File: src/rtl/cv_loader_pkg.sv
// Shared constants, state type and header test for the cartridge loader.
package cv_loader_pkg;

  localparam logic [15:0] HDR_A = 16'hAA55;
  localparam logic [15:0] HDR_B = 16'h55AA;
  localparam int SG_EXT_PAGE = 1;

  typedef enum logic [1:0] {
    IDLE,
    LOAD,
    FLUSH,
    DONE
  } ldr_state_t;

  function automatic logic is_hdr(input logic [15:0] w);
    return (w == HDR_A) || (w == HDR_B);
  endfunction

endpackage

File: src/rtl/cv_ldr_fifo.sv
// Show-ahead synchronous FIFO buffering {addr,data} writes.
module cv_ldr_fifo #(
  parameter int W     = 33,
  parameter int DEPTH = 4
) (
  input  logic         clk_i,
  input  logic         reset_n_i,
  input  logic         push_i,
  input  logic         pop_i,
  input  logic [W-1:0] din_i,
  output logic         full_o,
  output logic         empty_o,
  output logic         last_o,
  output logic [W-1:0] head_o
);

  localparam int PW = $clog2(DEPTH);

  logic [PW:0]  wr_q, wr_d;
  logic [PW:0]  rd_q, rd_d;
  logic [W-1:0] mem_q [DEPTH];
  logic [W-1:0] mem_d [DEPTH];

  assign empty_o = (wr_q == rd_q);
  assign full_o  = (wr_q[PW] != rd_q[PW]) &&
                   (wr_q[PW-1:0] == rd_q[PW-1:0]);
  assign last_o  = ((wr_q - rd_q) == (PW+1)'(1));
  assign head_o  = mem_q[rd_q[PW-1:0]];

  always_comb begin
    wr_d  = wr_q;
    rd_d  = rd_q;
    mem_d = mem_q;
    // a full FIFO still takes a write when the head leaves this cycle
    if (push_i && (!full_o || pop_i)) begin
      mem_d[wr_q[PW-1:0]] = din_i;
      wr_d = wr_q + 1'b1;
    end
    if (pop_i && !empty_o) begin
      rd_d = rd_q + 1'b1;
    end
  end

  always_ff @(posedge clk_i) begin
    if (!reset_n_i) begin
      wr_q <= '0;
      rd_q <= '0;
    end else begin
      wr_q <= wr_d;
      rd_q <= rd_d;
    end
  end

  always_ff @(posedge clk_i) begin
    mem_q <= mem_d;
  end

endmodule

File: src/rtl/cv_cart_loader.sv
// ioctl-to-SDRAM cartridge loader: write buffer, metadata
// extraction and console reset request.
module cv_cart_loader
  import cv_loader_pkg::*;
#(
  parameter int         AW         = 25,
  parameter int         FIFO_DEPTH = 4,
  parameter logic [4:0] SG_INDEX   = 5'd2
) (
  input  logic          clk_i,
  input  logic          reset_n_i,
  input  logic          ioctl_download_i,
  input  logic [7:0]    ioctl_index_i,
  input  logic          ioctl_wr_i,
  input  logic [AW-1:0] ioctl_addr_i,
  input  logic [7:0]    ioctl_dout_i,
  output logic          mem_we_o,
  output logic [AW-1:0] mem_addr_o,
  output logic [7:0]    mem_din_o,
  input  logic          mem_ready_i,
  output logic [5:0]    cart_pages_o,
  output logic          sg1000_o,
  output logic          extram_o,
  output logic          header_ok_o,
  output logic          overflow_o,
  output logic          busy_o,
  output logic          done_o,
  output logic          cons_reset_o
);

  ldr_state_t state_q, state_d;
  logic       dl_prev_q;
  logic [5:0] pages_q, pages_d;
  logic       sg_q, sg_d;
  logic       ext_q, ext_d;
  logic       ext_seen_q, ext_seen_d;
  logic       hdr_q, hdr_d;
  logic       ovf_q, ovf_d;
  logic [7:0] byte0_q, byte0_d;
  logic       busy_q, busy_d;
  logic       done_q, done_d;
  logic       cons_q, cons_d;

  logic          wr_ok, push, pop, drop, drained;
  logic          full, empty, last;
  logic [AW+7:0] head;

  cv_ldr_fifo #(
    .W    (AW + 8),
    .DEPTH(FIFO_DEPTH)
  ) u_fifo (
    .clk_i    (clk_i),
    .reset_n_i(reset_n_i),
    .push_i   (push),
    .pop_i    (pop),
    .din_i    ({ioctl_addr_i, ioctl_dout_i}),
    .full_o   (full),
    .empty_o  (empty),
    .last_o   (last),
    .head_o   (head)
  );

  assign wr_ok   = (state_q == LOAD) && ioctl_wr_i;
  assign pop     = !empty && mem_ready_i;
  assign push    = wr_ok && (!full || pop);
  assign drop    = wr_ok && full && !pop;
  // FIFO will be empty after this edge
  assign drained = !push && (empty || (last && pop));

  always_comb begin
    state_d    = state_q;
    pages_d    = pages_q;
    sg_d       = sg_q;
    ext_d      = ext_q;
    ext_seen_d = ext_seen_q;
    hdr_d      = hdr_q;
    ovf_d      = ovf_q;
    byte0_d    = byte0_q;

    unique case (state_q)
      IDLE: begin
        if (ioctl_download_i && !dl_prev_q) begin
          state_d    = LOAD;
          pages_d    = '0;
          ext_d      = 1'b0;
          ext_seen_d = 1'b0;
          hdr_d      = 1'b0;
          ovf_d      = 1'b0;
          sg_d       = (ioctl_index_i[4:0] == SG_INDEX);
        end
      end
      LOAD: begin
        if (!ioctl_download_i) begin
          state_d = drained ? DONE : FLUSH;
        end
      end
      FLUSH: begin
        if (drained) begin
          state_d = DONE;
        end
      end
      DONE: state_d = IDLE;
      default: state_d = IDLE;
    endcase

    if (drop) begin
      ovf_d = 1'b1;
    end

    if (push) begin
      if (ioctl_addr_i[19:14] > pages_q) begin
        pages_d = ioctl_addr_i[19:14];
      end
      if (ioctl_addr_i == '0) begin
        byte0_d = ioctl_dout_i;
      end
      if (ioctl_addr_i == AW'(1)) begin
        hdr_d = is_hdr({byte0_q, ioctl_dout_i});
      end
      if (sg_q && (ioctl_addr_i[AW-1:13] ==
                   (AW-13)'(SG_EXT_PAGE))) begin
        ext_seen_d = 1'b1;
        ext_d = (ioctl_dout_i == 8'hFF) &&
                (ext_q || !ext_seen_q);
      end
    end

    busy_d = (state_d != IDLE);
    done_d = (state_d == DONE);
    cons_d = busy_d;
  end

  always_ff @(posedge clk_i) begin
    if (!reset_n_i) begin
      state_q    <= IDLE;
      dl_prev_q  <= 1'b1;
      pages_q    <= '0;
      sg_q       <= 1'b0;
      ext_q      <= 1'b0;
      ext_seen_q <= 1'b0;
      hdr_q      <= 1'b0;
      ovf_q      <= 1'b0;
      byte0_q    <= '0;
      busy_q     <= 1'b0;
      done_q     <= 1'b0;
      cons_q     <= 1'b0;
    end else begin
      state_q    <= state_d;
      dl_prev_q  <= ioctl_download_i;
      pages_q    <= pages_d;
      sg_q       <= sg_d;
      ext_q      <= ext_d;
      ext_seen_q <= ext_seen_d;
      hdr_q      <= hdr_d;
      ovf_q      <= ovf_d;
      byte0_q    <= byte0_d;
      busy_q     <= busy_d;
      done_q     <= done_d;
      cons_q     <= cons_d;
    end
  end

  assign mem_we_o     = !empty;
  assign mem_addr_o   = empty ? '0 : head[AW+7:8];
  assign mem_din_o    = empty ? '0 : head[7:0];
  assign cart_pages_o = pages_q;
  assign sg1000_o     = sg_q;
  assign extram_o     = ext_q;
  assign header_ok_o  = hdr_q;
  assign overflow_o   = ovf_q;
  assign busy_o       = busy_q;
  assign done_o       = done_q;
  assign cons_reset_o = cons_q;

endmodule

File: config.mk
export PLATFORM = sky130hd
export DESIGN_NAME = cv_cart_loader
export DESIGN_NICKNAME = d
export VERILOG_FILES = /design/src/rtl/cv_loader_pkg.sv /design/src/rtl/cv_ldr_fifo.sv /design/src/rtl/cv_cart_loader.sv
export SDC_FILE = /design/constraint.sdc
export NUM_CORES = 1
export LEC_CHECK = 0
export ABC_AREA = 1
export BUFFER_PORTS_ARGS = -buffer_cell sky130_fd_sc_hd__buf_2
export CAP_MARGIN = 20
export CORE_MARGIN = 4
export CORE_UTILIZATION = 60
export CTS_BUF_LIST = sky130_fd_sc_hd__clkbuf_8
export CTS_CLUSTER_DIAMETER = 100
export DETAILED_ROUTE_END_ITERATION = 10
export GPL_ROUTABILITY_DRIVEN = 1
export PLACE_DENSITY = 0.84
export SYNTH_ARGS = -nofsm -noshare
export SYNTH_HDL_FRONTEND = slang
export SYNTH_SLANG_ARGS = --single-unit
File: constraint.sdc
create_clock -name clk_i -period 7.4 [get_ports clk_i]
set_clock_uncertainty 0.05 [all_clocks]
set_input_delay 0.74 -clock clk_i [delete_from_list [all_inputs] [get_ports clk_i]]
set_output_delay 0.74 -clock clk_i [all_outputs]
set_load 0.03 [all_outputs]
## After elaboration in Yosys (flattened, before gate mapping)

Cells that the tools add are included.

- Register bits: 162
- Output and inout port bits: 47
- Word-level logic and storage cells: 104

- Add/sub/neg operators: 3
- Magnitude comparators: 4
- Equality and inequality tests: 14
- Multiplexer cells: 32
- Bitwise gates (word level): 2
- Reduce and logical (&&, ||, !) cells: 32

Operators with widths:

| cell | count |
|---|---|
| bitwise mux 132 bit | 1 |
| 2-to-1 mux 33 bit | 3 |
| binary-select mux 33 bit (select 2 bit) | 1 |
| demux 33 bit (select 2 bit) | 1 |
| equality test 25 x 1 -> 1 bit, second input constant | 1 |
| zero test 25 bit | 1 |
| 2-to-1 mux 25 bit | 1 |
| 2-to-1 mux 6 bit | 4 |
| equality test 16 x 15 -> 1 bit, second input constant | 1 |
| equality test 16 bit, second input constant | 1 |
| 2-to-1 mux 1 bit | 16 |
| logical AND 1 bit | 14 |
| equality test 12 x 1 -> 1 bit, second input constant | 1 |
| equality test 8 bit, second input constant | 1 |
| 2-to-1 mux 8 bit | 1 |
| one-hot mux 2 bit (4 select lines) | 1 |
| adder 3 x 1 -> 3 bit, second input constant | 2 |
| equality test 2 bit, second input constant | 3 |
| >= comparator 3 bit, second input constant | 2 |
| greater-than comparator 6 bit | 1 |
| zero test 1 bit | 6 |
| 2-to-1 mux 2 bit | 3 |
| NOT 2 -> 3 bit | 2 |
| AND reduction 2 bit | 3 |
| 11 further kinds | 16 |

## Logic depth before layout (Yosys ltp)

- Word-level depth: 11
- Gate-level depth with buffers: 15
- Mapped depth without buffers: 13

## Cells and area by module

A second synthesis with hierarchy kept.

- Cell total of the unflattened synthesis: 710
- Area, all modules: 7214.4 um^2

Modules (own cells, without submodules):

| module | instances | cells each | area an instance (um^2) | seq. area each (um^2) |
|---|---|---|---|---|
| cv_ldr_fifo | 1 | 386 | 5371.4 | 4083.9 |
| cv_cart_loader | 1 | 324 | 1843.0 | 480.5 |

## Worst setup path before layout

No wires, ideal clock.

- Path type: register to register
- From: register u_fifo.rd_q[1]
- To: register u_fifo.mem_q[100] (netlist bit) (enable)
- Library setup time: 0.423 ns
- Arrival: 2.978 ns
- Data required time: 6.927 ns
- Setup slack: 3.949 ns
- Cell stages (with the launch flop): 11
- Buffers on the path: 3
- Path through: dfxtp_1 > buf_2 > clkinv_1 > clkbuf_1 > ha_1 > nand2_1 > inv_1 > nand3_2 > nand2_2 > buf_6 > nor2_1

- Longest elaborated chain between the ends: 6

RTL lines:

| item | line | RTL |
|---|---|---|
| start: declaration | cv_ldr_fifo.sv:20 | `logic [PW:0] rd_q, rd_d;` |
| start signal: assignment | cv_ldr_fifo.sv:50 | `rd_q <= rd_d;` |
| equality test 3 bit / equality test 2 bit (equally long branches) | cv_ldr_fifo.sv:24, cv_ldr_fifo.sv:26 |  |
| zero test 1 bit / logical AND 1 bit (equally long branches) | cv_cart_loader.sv:64, cv_ldr_fifo.sv:25 |  |
| logical AND 1 bit / zero test 1 bit (equally long branches) | cv_cart_loader.sv:64, cv_ldr_fifo.sv:35, cv_cart_loader.sv:65 |  |
| logical OR 1 bit * | cv_ldr_fifo.sv:35, cv_cart_loader.sv:65 |  |
| logical AND 1 bit | cv_cart_loader.sv:65 | `assign push = wr_ok && (!full \|\| pop);` |
| logical AND 1 bit * | cv_ldr_fifo.sv:35 | `if (push_i && (!full_o \|\| pop_i)) begin` |
| end signal: assignment | cv_ldr_fifo.sv:55 | `mem_q <= mem_d;` |
| end: declaration | cv_ldr_fifo.sv:21 | `logic [W-1:0] mem_q [DEPTH];` |

Mark *: on every way between the ends. The rest lies on a longest branch, timed or not.
A chain may end at the register's enable or synchronous reset.

## Worst setup path in the final report

- From: register u_fifo.rd_q[0]
- To: output port mem_addr_o[22]

- Longest elaborated chain between the ends: 5

RTL lines:

| item | line | RTL |
|---|---|---|
| NOT 2 -> 3 bit (implied by the code) | cv_ldr_fifo.sv:28 | `assign head_o = mem_q[rd_q[PW-1:0]];` |
| binary-select mux 33 bit (select 2 bit) | cv_ldr_fifo.sv:28 |  |
| 2-to-1 mux 33 bit (implied by the code) (2 in a row) | cv_ldr_fifo.sv:28 |  |
| 2-to-1 mux 25 bit * | cv_cart_loader.sv:164 | `assign mem_addr_o = empty ? '0 : head[AW+7:8];` |
| end: declaration | cv_cart_loader.sv:18 | `output logic [AW-1:0] mem_addr_o,` |

Mark *: on every way between the ends. The rest lies on a longest branch, timed or not. The select of a mux whose other input is x is not followed.

==> impl_metrics.env <==
export IMPL_via_count=5079
export IMPL_seqPwrFrac_pct=43.6
export IMPL_floorplan_core_area_mm2=0.0110
export IMPL_min_period_ns=3.77
export IMPL_seq_area_mm2=0.00457
export IMPL_crit_arrival_ns=2.98
export IMPL_start_util_pct=62.2
export IMPL_clkPwrFrac_pct=30.3
export IMPL_overflow=0
export IMPL_power_frac_comb_pct=26.2
export IMPL_yosysSeqAreaShare_pct=66.6
export IMPL_first_pass_iters=5
export IMPL_cts_buffers_inserted=17
export IMPL_synthCells=662
export IMPL_syn_nets=722
export IMPL_cts_tree="yes"
export IMPL_synthTopCellsByArea="edfxtp_1, nor2_1, dfxtp_1"
export IMPL_synth_area_mm2=0.00686
export IMPL_wl_per_cell_um=16.8
export IMPL_n_antenna_cell=0
export IMPL_clk_pin_slew_worst_paths_ns=0.08
export IMPL_ir_worst_vdd_mv=0.157
export IMPL_drive_gt1_share_pct=18.5
export IMPL_final_antenna_net_count=0
export IMPL_fin_total_pwr_w=0.00233
export IMPL_grt_max_degree=69
export IMPL_crit_path_top_delay_cell="buf_4"
export IMPL_cts_hold_buf=0
export IMPL_htreeDepth=4
export IMPL_first_global_vias=5026
export IMPL_switching_power_w=0.000766
export IMPL_die_area_mm2=0.0132
export IMPL_place_gp_congestion=0.857
export IMPL_worst_pin_slew_ns=0.981
export IMPL_hp_class="reg2reg"
export IMPL_clk_latency_ns=0.44
export IMPL_dpl_hpwl_um=9350
export IMPL_min_period_over_period_pct=50.9
export IMPL_fillers=757
export IMPL_required_ns=6.61
export IMPL_synthDistinctLibCells=28
export IMPL_finalSetupTns_ns=0
export IMPL_pre_cts_ws_ns=4.11
export IMPL_path_cells="buf_4 -> ha_1 -> nand2_1 -> inv_1 -> nand3_1 -> inv_1 -> buf_4 -> a21oi_1 -> buf_2"
export IMPL_antenna_found_initial=0
export IMPL_cpPeakStageDelay_ns=0.58
export IMPL_num_rows=38
export IMPL_cts_setup_buffers=0
export IMPL_syn_avg_cell_area_um2=10.4
export IMPL_drt_total_wl_um=15200
export IMPL_drt_iter0_markers=513
export IMPL_yosys_area_top_type="edfxtp_1"
export IMPL_max_freq_mhz=266
export IMPL_nets=810
export IMPL_die_y_um=115
export IMPL_cts_root_buf="clkbuf_8"
export IMPL_utilization_pct=71.5
export IMPL_setup_ws_ns=3.63
export IMPL_critPathKind="reg2out"
export IMPL_grt_pass1_wl_um=24200
export IMPL_syn_to_final_growth_pct=15.1
export IMPL_drc=0
export IMPL_max_cap_viol_count=0
export IMPL_p_leak_nw=3.08
export IMPL_ios=93
export IMPL_viasPerCell=5.62
export IMPL_outcome="complete, no violations"
export IMPL_clock_path_buffers=2
export IMPL_cts_sinks=162
export IMPL_slew_viol_final=0
export IMPL_worstSetupStartpointType="flop"
export IMPL_multi_input_area_mm2=0.00199
export IMPL_dieWidth_um=115
export IMPL_relSlewSlack_pct=34.5
export IMPL_p_sw_share_pct=32.9
export IMPL_p_per_area_mw_per_mm2=296
export IMPL_cts_resized=0
export IMPL_setup_viol=0
export IMPL_rsz0062_at_grt="false"
export IMPL_crit_fanout=57
export IMPL_port_buffers=89
export IMPL_synth_seq_cells=162
export IMPL_yosys_area_top_type_share_pct=57.8
export IMPL_hold_viol=0
export IMPL_track_usage_pct=23.9
export IMPL_synth_warning_count=0
export IMPL_internal_power_w=0.00156
export IMPL_endpoint_kind="output pin"
-- placed cells by master (no fill, tap or decap), types with 15 or more instances in the layout --
cell type,instances
nand3_1,15
dfxtp_1,29
nand2_1,35
a21oi_1,44
edfxtp_1,132
clkbuf_8,18
nor2_1,196
buf_2,89
o21ai_0,91
inv_1,48
-- sequential cells by signal, indices dropped and copies added, names as in the netlist --
| name | cells |
|---|---|
| state_q | 2 |
| u_fifo.wr_q | 3 |
| dl_prev_q | 1 |
| overflow_o | 1 |
| header_ok_o | 1 |
| done_o | 1 |
| cart_pages_o | 6 |
| ext_seen_q | 1 |
| byte0_q | 8 |
| extram_o | 1 |
| sg1000_o | 1 |
| u_fifo.rd_q | 3 |
| u_fifo.mem_q | 132 |
| cons_reset_o | 1 |
-- power by group through the flow --
stage / clock network (W) / registers (W) / logic, W
after floorplan: 0 / 0.00104 / 0.000422
after global placement: 0 / 0.00103 / 0.000589
after detailed placement: 0 / 0.00104 / 0.000609
after CTS: 0.000709 / 0.00102 / 0.000613
after global routing: 0.000757 / 0.00102 / 0.000668
final: 0.000705 / 0.00102 / 0.000610
-- per-stage QoR --
step	instances	hold WS [ns]	instance area, um2
6_report	903	0.421	7890
5_1_grt	903	0.447	7890
4_1_cts	902	0.424	7860
3_5_place_dp	870	0.408	7420
3_3_place_gp	870	0.404	7420
2_1_floorplan	662	0.394	6860
-- layer usage --
metal	track usage, %	routed length [um]	vias up
met5	0	0	-
met4	8.22	178	0
met3	4.47	1260	18
met2	41.2	7730	244
met1	30.6	6010	2390
li1	-	-	2427
-- synth_stat cells --
cell type and count:
nand3_2 2, nor3_1 4, clkinv_1 1, or2_1 1, nor2_4 1, o21ai_0 91, clkbuf_1 17, a21oi_1 44
and2_0 1, buf_4 1, nor3b_1 1, inv_1 45, o211ai_1 1, fa_1 1, edfxtp_1 132, or2_2 1
nand2_1 35, nand2_2 3, dfxtp_1 30, nor2_2 1, nor2_1 199, inv_2 3, nand3_1 15, buf_2 9
a22oi_1 2, ha_1 13, buf_6 1, nand4_1 7
-- critical path: cells and delay by family, from the launching register on --
family | cells | cell delay, ns
adder cells (fa/ha/maj) | 1 | 0.35
AO/OA/AOI/OAI | 1 | 0.27
AND/OR/NAND/NOR | 2 | 0.21
buffers and inverters | 5 | 1.22
flip-flops | 1 | 0.49
-- layout make-up --
class / instances / share of cell area, %
Clock inverter: 14 / 2.51
Sequential cell: 162 / 57.9
Timing Repair Buffer: 97 / 6.66
Multi-Input combinational cell: 423 / 25.3
Tap cell: 140 / 2.22
Clock buffer: 18 / 3.14
Inverter: 49 / 2.33
-- kinds of logic (layout without fill, tap and decap cells) --
kind of cell             count (synthesis)  after routing  synth area share, %
buffers and inverters                   77            178                 4.54
flip-flops                             162            162                 66.6
AO/OA/AOI/OAI                          138            138                 10.2
AND/OR/NAND/NOR                        271            271                 16.0
adder cells (fa/ha/maj)                 14             14                 2.66
-- path summary, 6_finish.rpt --
kind | from | to | slack (ns) | cells past startpoint
hold / removal | ext_seen_q | ext_seen_q | 0.42 | 2
hold reg to reg | ext_seen_q | ext_seen_q | 0.42 | 2
setup / recovery | u_fifo.rd_q[0] | mem_addr_o[22] | 3.63 | 9
setup reg to reg | u_fifo.rd_q[0] | u_fifo.mem_q[103] | 4.13 | 8
No activity file was read; power rests on OpenSTA's default activity.
